`src/rtl/al_pkg.sv`:
```
// Shared types for the alarm timekeeper.
//   alarm_state_t  : alarm FSM state (IDLE=00, RINGING=01, SNOOZE=10)
//   bcd_hhmm_t     : packed BCD HHMM {h1,h0,m1,m0}
//   bcd_hhmm_valid : true when every digit is 0..9, MM <= 59 and HH <= 23
package al_pkg;

   typedef enum logic [1:0] {
      ST_IDLE    = 2'b00,
      ST_RINGING = 2'b01,
      ST_SNOOZE  = 2'b10
   } alarm_state_t;

   typedef logic [15:0] bcd_hhmm_t;

   function automatic logic bcd_hhmm_valid(input bcd_hhmm_t v);
      logic [3:0] h1;
      logic [3:0] h0;
      logic [3:0] m1;
      logic [3:0] m0;
      h1 = v[15:12];
      h0 = v[11:8];
      m1 = v[7:4];
      m0 = v[3:0];
      return (h0 <= 4'd9) && (m0 <= 4'd9) && (m1 <= 4'd5) &&
             ((h1 <= 4'd1) || ((h1 == 4'd2) && (h0 <= 4'd3)));
   endfunction

endpackage

```
`src/rtl/alarm_timekeeper_if.sv`:
```
// Control/status bundle of the alarm timekeeper.
//   master : drives controls (fast_mode, load_time, load_alarm, set_value,
//            alarm_en, snooze, alarm_off), observes status
//   slave  : the timekeeper; drives time_hhmm, time_ss, alarm_hhmm, pm,
//            sec_pulse, min_pulse, ringing, alarm_state
interface alarm_timekeeper_if;
   import al_pkg::*;

   logic        fast_mode;
   logic        load_time;
   logic        load_alarm;
   bcd_hhmm_t   set_value;
   logic        alarm_en;
   logic        snooze;
   logic        alarm_off;

   bcd_hhmm_t   time_hhmm;
   logic [7:0]  time_ss;
   bcd_hhmm_t   alarm_hhmm;
   logic        pm;
   logic        sec_pulse;
   logic        min_pulse;
   logic        ringing;
   logic [1:0]  alarm_state;

   modport master (
      output fast_mode, load_time, load_alarm, set_value, alarm_en, snooze, alarm_off,
      input  time_hhmm, time_ss, alarm_hhmm, pm, sec_pulse, min_pulse, ringing, alarm_state
   );

   modport slave (
      input  fast_mode, load_time, load_alarm, set_value, alarm_en, snooze, alarm_off,
      output time_hhmm, time_ss, alarm_hhmm, pm, sec_pulse, min_pulse, ringing, alarm_state
   );

endinterface

```
`src/rtl/bcd_time_counter.sv`:
```
// BCD HH:MM:SS time-of-day counter (24h internal format).
//   clk, rst_n  : clock, synchronous active-low reset
//   tick        : one-second tick (already suppressed by the caller on load)
//   fast_mode   : each tick advances one minute, seconds held at 00
//   load        : load HH:MM from load_val, seconds cleared
//   hhmm, ss    : current BCD time
//   min_pulse   : registered, high in the cycle the new minute is visible
//   min_adv     : combinational, a counted minute advance happens this edge
//   adv_hhmm    : combinational, HH:MM after this edge's counted advance
module bcd_time_counter
   import al_pkg::*;
(
   input  logic       clk,
   input  logic       rst_n,
   input  logic       tick,
   input  logic       fast_mode,
   input  logic       load,
   input  bcd_hhmm_t  load_val,
   output bcd_hhmm_t  hhmm,
   output logic [7:0] ss,
   output logic       min_pulse,
   output logic       min_adv,
   output bcd_hhmm_t  adv_hhmm
);

   logic [7:0] ss_nxt;

   function automatic bcd_hhmm_t inc_minute(input bcd_hhmm_t t);
      bcd_hhmm_t r;
      r = t;
      if (t[3:0] != 4'd9) begin
         r[3:0] = t[3:0] + 4'd1;
      end else begin
         r[3:0] = 4'd0;
         if (t[7:4] != 4'd5) begin
            r[7:4] = t[7:4] + 4'd1;
         end else begin
            r[7:4] = 4'd0;
            if (t[15:8] == 8'h23) begin
               r[15:8] = 8'h00;
            end else if (t[11:8] == 4'd9) begin
               r[11:8]  = 4'd0;
               r[15:12] = t[15:12] + 4'd1;
            end else begin
               r[11:8] = t[11:8] + 4'd1;
            end
         end
      end
      return r;
   endfunction

   always_comb begin
      min_adv  = tick && !load && (fast_mode || (ss == 8'h59));
      adv_hhmm = min_adv ? inc_minute(hhmm) : hhmm;
      ss_nxt   = ss;
      if (tick) begin
         if (fast_mode || (ss == 8'h59)) ss_nxt = 8'h00;
         else if (ss[3:0] == 4'd9)       ss_nxt = {ss[7:4] + 4'd1, 4'd0};
         else                            ss_nxt = {ss[7:4], ss[3:0] + 4'd1};
      end
   end

   always_ff @(posedge clk) begin
      if (!rst_n) begin
         hhmm      <= 16'h0000;
         ss        <= 8'h00;
         min_pulse <= 1'b0;
      end else if (load) begin
         hhmm      <= load_val;
         ss        <= 8'h00;
         min_pulse <= 1'b0;
      end else begin
         hhmm      <= adv_hhmm;
         ss        <= ss_nxt;
         min_pulse <= min_adv;
      end
   end

endmodule

```
`src/rtl/alarm_timekeeper.sv`:
```
// Alarm clock: seconds prescaler, BCD time counter, alarm register,
// ring/snooze FSM and 12/24-hour display mapping.
//   mclk, rst_n : clock, synchronous active-low reset
//   io          : alarm_timekeeper_if.slave (controls in, status out)
// Parameters: TICK_DIV (mclk cycles per second), SNOOZE_MIN, RING_MAX_MIN,
// MODE_24H (0 = 12-hour display with pm flag).
module alarm_timekeeper
   import al_pkg::*;
#(
   parameter int TICK_DIV     = 25000000,
   parameter int SNOOZE_MIN   = 9,
   parameter int RING_MAX_MIN = 10,
   parameter int MODE_24H     = 1
) (
   input logic               mclk,
   input logic               rst_n,
   alarm_timekeeper_if.slave io
);

   localparam int         PW        = (TICK_DIV > 1) ? $clog2(TICK_DIV) : 1;
   localparam logic [3:0] SNZ_INIT  = 4'(SNOOZE_MIN);
   localparam logic [3:0] RING_LAST = 4'(RING_MAX_MIN - 1);

   logic [PW-1:0] presc;
   logic          sec_q;
   logic          wrap;
   logic          tick;
   logic          load_ok;
   logic          alarm_ok;

   bcd_hhmm_t     hhmm;
   bcd_hhmm_t     adv_hhmm;
   bcd_hhmm_t     alarm_q;
   logic [7:0]    ss;
   logic          min_pulse;
   logic          min_adv;

   alarm_state_t  state, state_n;
   logic [3:0]    ring_cnt, ring_n;
   logic [3:0]    snz_cnt, snz_n;

   logic [4:0]    hb;
   logic [4:0]    db;
   logic [7:0]    disp_hh;
   logic          pm_d;

   assign load_ok  = io.load_time  && bcd_hhmm_valid(io.set_value);
   assign alarm_ok = io.load_alarm && bcd_hhmm_valid(io.set_value);
   assign wrap     = (presc == PW'(TICK_DIV - 1));
   // A valid time load restarts the second, so it swallows a coincident tick.
   assign tick     = wrap && !load_ok;

   always_ff @(posedge mclk) begin
      if (!rst_n) begin
         presc <= '0;
         sec_q <= 1'b0;
      end else if (load_ok) begin
         presc <= '0;
         sec_q <= 1'b0;
      end else if (wrap) begin
         presc <= '0;
         sec_q <= 1'b1;
      end else begin
         presc <= presc + 1'b1;
         sec_q <= 1'b0;
      end
   end

   always_ff @(posedge mclk) begin
      if (!rst_n)        alarm_q <= 16'h0000;
      else if (alarm_ok) alarm_q <= io.set_value;
   end

   bcd_time_counter u_cnt (
      .clk       (mclk),
      .rst_n     (rst_n),
      .tick      (tick),
      .fast_mode (io.fast_mode),
      .load      (load_ok),
      .load_val  (io.set_value),
      .hhmm      (hhmm),
      .ss        (ss),
      .min_pulse (min_pulse),
      .min_adv   (min_adv),
      .adv_hhmm  (adv_hhmm)
   );

   always_ff @(posedge mclk) begin
      if (!rst_n) begin
         state    <= ST_IDLE;
         ring_cnt <= 4'd0;
         snz_cnt  <= 4'd0;
      end else begin
         state    <= state_n;
         ring_cnt <= ring_n;
         snz_cnt  <= snz_n;
      end
   end

   // Trigger compares the post-advance time, so only a counted minute
   // (never a load) can land on the alarm. Off/disable outrank snooze.
   always_comb begin
      state_n = state;
      ring_n  = ring_cnt;
      snz_n   = snz_cnt;
      case (state)
         ST_IDLE: begin
            if (min_adv && io.alarm_en && (adv_hhmm == alarm_q)) begin
               state_n = ST_RINGING;
               ring_n  = 4'd0;
            end
         end
         ST_RINGING: begin
            if (io.alarm_off || !io.alarm_en) begin
               state_n = ST_IDLE;
               ring_n  = 4'd0;
            end else if (io.snooze) begin
               state_n = ST_SNOOZE;
               snz_n   = SNZ_INIT;
               ring_n  = 4'd0;
            end else if (min_adv) begin
               if (ring_cnt >= RING_LAST) begin
                  state_n = ST_IDLE;
                  ring_n  = 4'd0;
               end else begin
                  ring_n = ring_cnt + 4'd1;
               end
            end
         end
         ST_SNOOZE: begin
            if (io.alarm_off || !io.alarm_en) begin
               state_n = ST_IDLE;
               snz_n   = 4'd0;
            end else if (min_adv) begin
               if (snz_cnt <= 4'd1) begin
                  state_n = ST_RINGING;
                  ring_n  = 4'd0;
                  snz_n   = 4'd0;
               end else begin
                  snz_n = snz_cnt - 4'd1;
               end
            end
         end
         default: state_n = ST_IDLE;
      endcase
   end

   // Hour display mapping; binary only inside this decode.
   always_comb begin
      hb   = 5'(hhmm[15:12]) * 5'd10 + 5'(hhmm[11:8]);
      pm_d = (hb >= 5'd12);
      db   = hb;
      if (hb == 5'd0)       db = 5'd12;
      else if (hb > 5'd12)  db = hb - 5'd12;
      if (MODE_24H != 0)    disp_hh = hhmm[15:8];
      else if (db >= 5'd10) disp_hh = {4'd1, 4'(db - 5'd10)};
      else                  disp_hh = {4'd0, db[3:0]};
   end

   assign io.time_hhmm   = {disp_hh, hhmm[7:0]};
   assign io.time_ss     = ss;
   assign io.alarm_hhmm  = alarm_q;
   assign io.pm          = pm_d;
   assign io.sec_pulse   = sec_q;
   assign io.min_pulse   = min_pulse;
   assign io.ringing     = (state == ST_RINGING);
   assign io.alarm_state = state;

endmodule
```
`src/flat_wrapper.sv`:
```
// flat-port wrapper written by rule: the top's interface ports become plain ports
module alarm_timekeeper_flat import al_pkg::*;
#(
   parameter int TICK_DIV     = 25000000,
   parameter int SNOOZE_MIN   = 9,
   parameter int RING_MAX_MIN = 10,
   parameter int MODE_24H     = 1
)
  (mclk, rst_n, io_fast_mode, io_load_time, io_load_alarm, io_set_value, io_alarm_en, io_snooze, io_alarm_off, io_time_hhmm, io_time_ss, io_alarm_hhmm, io_pm, io_sec_pulse, io_min_pulse, io_ringing, io_alarm_state);
  alarm_timekeeper_if io_i ();
  input logic mclk;
  input logic rst_n;
  input wire logic [$bits(io_i.fast_mode)-1:0] io_fast_mode;
  input wire logic [$bits(io_i.load_time)-1:0] io_load_time;
  input wire logic [$bits(io_i.load_alarm)-1:0] io_load_alarm;
  input wire logic [$bits(io_i.set_value)-1:0] io_set_value;
  input wire logic [$bits(io_i.alarm_en)-1:0] io_alarm_en;
  input wire logic [$bits(io_i.snooze)-1:0] io_snooze;
  input wire logic [$bits(io_i.alarm_off)-1:0] io_alarm_off;
  output wire logic [$bits(io_i.time_hhmm)-1:0] io_time_hhmm;
  output wire logic [$bits(io_i.time_ss)-1:0] io_time_ss;
  output wire logic [$bits(io_i.alarm_hhmm)-1:0] io_alarm_hhmm;
  output wire logic [$bits(io_i.pm)-1:0] io_pm;
  output wire logic [$bits(io_i.sec_pulse)-1:0] io_sec_pulse;
  output wire logic [$bits(io_i.min_pulse)-1:0] io_min_pulse;
  output wire logic [$bits(io_i.ringing)-1:0] io_ringing;
  output wire logic [$bits(io_i.alarm_state)-1:0] io_alarm_state;
  assign io_i.fast_mode = io_fast_mode;
  assign io_i.load_time = io_load_time;
  assign io_i.load_alarm = io_load_alarm;
  assign io_i.set_value = io_set_value;
  assign io_i.alarm_en = io_alarm_en;
  assign io_i.snooze = io_snooze;
  assign io_i.alarm_off = io_alarm_off;
  assign io_time_hhmm = io_i.time_hhmm;
  assign io_time_ss = io_i.time_ss;
  assign io_alarm_hhmm = io_i.alarm_hhmm;
  assign io_pm = io_i.pm;
  assign io_sec_pulse = io_i.sec_pulse;
  assign io_min_pulse = io_i.min_pulse;
  assign io_ringing = io_i.ringing;
  assign io_alarm_state = io_i.alarm_state;
  alarm_timekeeper #(.TICK_DIV(TICK_DIV), .SNOOZE_MIN(SNOOZE_MIN), .RING_MAX_MIN(RING_MAX_MIN), .MODE_24H(MODE_24H)) u_core (.mclk(mclk), .rst_n(rst_n), .io(io_i));
endmodule
```
`config.mk`:
```
export PLATFORM = sky130hd
export DESIGN_NAME = alarm_timekeeper_flat
export DESIGN_NICKNAME = d
export VERILOG_FILES = /design/src/rtl/al_pkg.sv /design/src/rtl/alarm_timekeeper_if.sv /design/src/rtl/bcd_time_counter.sv /design/src/rtl/alarm_timekeeper.sv /design/src/flat_wrapper.sv
export SDC_FILE = /design/constraint.sdc
export NUM_CORES = 1
export LEC_CHECK = 0
export CAP_MARGIN = 10
export CORE_MARGIN = 1.5
export CORE_UTILIZATION = 35
export CTS_BUF_LIST = sky130_fd_sc_hd__clkbuf_8 sky130_fd_sc_hd__clkbuf_16
export CTS_CLUSTER_DIAMETER = 100
export DETAILED_ROUTE_END_ITERATION = 6
export PLACE_DENSITY = 0.66
export SYNTH_ARGS = -nofsm -noshare
export SYNTH_HDL_FRONTEND = slang
export SYNTH_SLANG_ARGS = --single-unit
```
`constraint.sdc`:
```
create_clock -name mclk -period 3.1 [get_ports mclk]
set_input_delay 0.62 -clock mclk [delete_from_list [all_inputs] [get_ports mclk]]
set_output_delay 0.62 -clock mclk [all_outputs]
set_load 0.02 [all_outputs]
```
==> results.toml <==
[critical_path]
cp_cell_sequence = "clkdlybuf4s15_1 > a2111oi_2 > and4_1 > buf_4 > a2111oi_4 > buf_4 > buf_12 > a21oi_1 > a211oi_1 > a211oi_2 > and4bb_4 > a41o_4 > mux2i_1"
worstSetupStartpointType = "primary input"
max_stage_delay_ns = 0.47
path_common_cell = "buf_4"
crit_arrival_ns = 3.40
path_delay_family = "compound AO/OA/AOI/OAI gates"
end_kind = "flop"
reg2reg_depth = 10
cp.depth = 13
crit_type = "in2reg"
worstPathMaxFanout = 8
cp_slowest_cell = "a2111oi_2"
cp_num_buf_inv = 4
required_ns = 3.37

[sta]
rsz0062_at_grt = "yes"
tns_ns = -0.05586
setup-violations-final = 5
min_period_over_period = 1.008
fmaxAchievable_mhz = 320.0
tightest_slew_ns = 0.4191
slew_headroom = 0.7206
finalHoldViolCount = 0
setup_ws_ns = -0.02464
skew_ns = 0.006964
min_period_ns = 3.125
finalMaxSlewViolations = 0

[power_and_ir_drop]
ir_drop_uv = 380.1
p_sw_frac = 0.2109
powerDensity_nw_per_um2 = 360.2
power_frac_comb = 0.055
power_frac_seq = 0.430
clkPwrFrac = 0.514
p_switching_uw = 491.3
p_int_mw = 1.838
p_leak_nw = 2.474

[die]
rows = 41
die_x_um = 117.4
die_y_um = 117.4
start_util = 0.3602
die_area_um2 = 13790
coreArea_um2 = 12720
ios = 70

[grt]
grt_pass1_vias = 4741
grt_usage = 0.2020
antenna_found_initial = 0
grt_pass1_wl_um = 22850
grt-ovfl-total = 0
grt_max_degree = 37

[logic_synthesis]
synth_cell_types = 71
syn_nets = 601
synth_edf_count = 0
seq_area_frac_synth = 0.3363
syn_area_um2 = 4583
ys.flop_type = "dfxtp_1"
synth-warning-count = 0
yosys_register_bits = 77
avgSynthCellArea_um2 = 8.273
async_flop_share = 0
syn_inst = 554

[clock_network]
cts-root-buf = "clkbuf_16"
cts_sinks = 77
clkTransAtPathRegs_ns = 0.06
cts_tree = "yes"
clock_latency_ns = 0.34
htree_levels = 3
cts-buffers-inserted = 9
cts_buffer_depth = 2

[layout]
drive_above_1_share = 0.1779
stdcell_count = 869
areaGrowthSynthToFinish_pct = 41.11
mostFrequentLayoutCells = "nor2_1 (90), dfxtp_1 (74), buf_4 (72), clkdlybuf4s50_1 (56), nand2_1 (45)"
layout_commonest_cell = "nor2_1"
fin_nets = 740
diodes = 0
fin_area_um2 = 6467

[placement]
gp_congestion = 0.9048
dpl_cell_area_um2 = 5979
dp.cells = 846
post-dp-hpwl_um = 10300
portBuffers = 69

[hold_path]
holdPathStages = 1
hold_path_class = "reg2reg"

[route]
via_count = 4560
drc = 0
wire_per_inst_um = 15.72
drt.antenna.violating_nets = 0
first_pass_iters = 5
drtIter0Drc = 253
wl_um = 13660
vias_per_cell = 5.247

[run]
drv_cap = 0

[run_status]
status = "finished with violations"
violations = "setup timing"
power groups by stage:
| stage | sequential (mW) | combinational (mW) | clock (mW) |
|---|---|---|---|
| 6_report | 1.00 | 0.129 | 1.20 |
| 2_1_floorplan | 1.03 | 0.0448 | 0 |
| 3_3_place_gp | 1.02 | 0.128 | 0 |
| 5_1_grt | 1.00 | 0.139 | 1.26 |
| 4_1_cts | 1.00 | 0.128 | 1.22 |
| 3_5_place_dp | 1.03 | 0.129 | 0 |
cell usage after synthesis (all sizes together) (6+ instances only):
master,count,area [µm²]
a211oi,14,115.1
a21oi,22,110.1
and3,7,45.05
buf,6,36.28
clkbuf,13,48.80
dfxtp,77,1541
ha,22,275.3
inv,23,86.33
mux2i,18,180.2
nand2,45,168.9
nand2b,6,37.54
nand3,28,152.7
nand4,9,56.30
nor2,91,344.1
nor2b,7,46.30
nor3,11,70.07
nor4,6,37.54
o21ai,24,120.1
or3,10,62.56
xnor2,22,192.7
xor2,21,183.9
final timing paths:
check                                            startpoint                               to  slack [ns]
worst min register to register   u_core.presc[0]$_SDFF_PP0_       u_core.presc[0]$_SDFF_PP0_        0.46
worst min-delay path             u_core.presc[0]$_SDFF_PP0_       u_core.presc[0]$_SDFF_PP0_        0.46
worst max register to register  u_core.presc[23]$_SDFF_PP0_  u_core.ring_cnt[3]$_SDFFE_PN0P_       -0.01
worst max-delay path                        io_set_value[6]  u_core.ring_cnt[1]$_SDFFE_PN0P_       -0.02
registers in the layout, summed over array words and instances (netlist names):
register	flops
u_core.presc	25
u_core.io.alarm_hhmm	16
u_core.u_cnt.hhmm	16
u_core.u_cnt.ss	8
u_core.ring_cnt	4
u_core.snz_cnt	4
u_core.io.alarm_state	2
u_core.io.sec_pulse	1
u_core.u_cnt.min_pulse	1
area by class of cell:
cell class | instances | area (µm²)
Fill cell | 1225 | 6255
Sequential cell | 77 | 1548
Tap cell | 172 | 215.2
Clock buffer | 9 | 225.2
Inverter | 24 | 90.09
Clock inverter | 6 | 112.6
Timing Repair Buffer | 146 | 1300
Multi-Input combinational cell | 435 | 2977
routing by layer:
layer	share of wire	GRT usage	vias up	wire length, µm
met3	0.041	0.04572	24	555
met4	0.020	0.06559	0	272
li1	-	-	2248	-
met5	0	0	-	0
met1	0.44	0.2396	2177	6000
met2	0.50	0.3596	111	6832
kinds of logic (layout without fill, tap and decap cells):
| kind of cell | count (synthesis) | in the layout | synth area share |
|---|---|---|---|
| AO/OA/AOI/OAI | 99 | 100 | 0.1518 |
| XOR/XNOR | 44 | 44 | 0.08736 |
| adder cells (fa/ha/maj) | 23 | 23 | 0.06443 |
| buffers and inverters | 43 | 185 | 0.03822 |
| flip-flops | 77 | 77 | 0.3363 |
| multiplexers | 18 | 18 | 0.03931 |
| AND/OR/NAND/NOR | 250 | 250 | 0.2826 |
repair_timing:
| item | in CTS | in global routing |
|---|---|---|
| hold endpoints to repair | 0 | 0 |
| setup endpoints to repair | 11 | 6 |
| buffers inserted | 2 | 5 |
| pin swaps | 6 | 13 |
| resized for setup | 28 | 10 |
| hold buffers | 0 | 0 |
| cloned | 1 | 0 |
per-stage QoR:
step / total power, mW / worst slack, ns / hold WS, ns / util
finish: 2.329 / -0.02464 / 0.4573 / 0.5084
global route: 2.404 / -0.1599 / 0.5094 / 0.5084
CTS: 2.354 / 0.002578 / 0.4668 / 0.5010
detailed placement: 1.155 / -0.7962 / 0.4537 / 0.4700
global placement: 1.153 / -0.7765 / 0.4398 / 0.4700
floorplan: 1.071 / 0.1258 / 0.4260 / -
No activity file was read; power rests on OpenSTA's default activity.
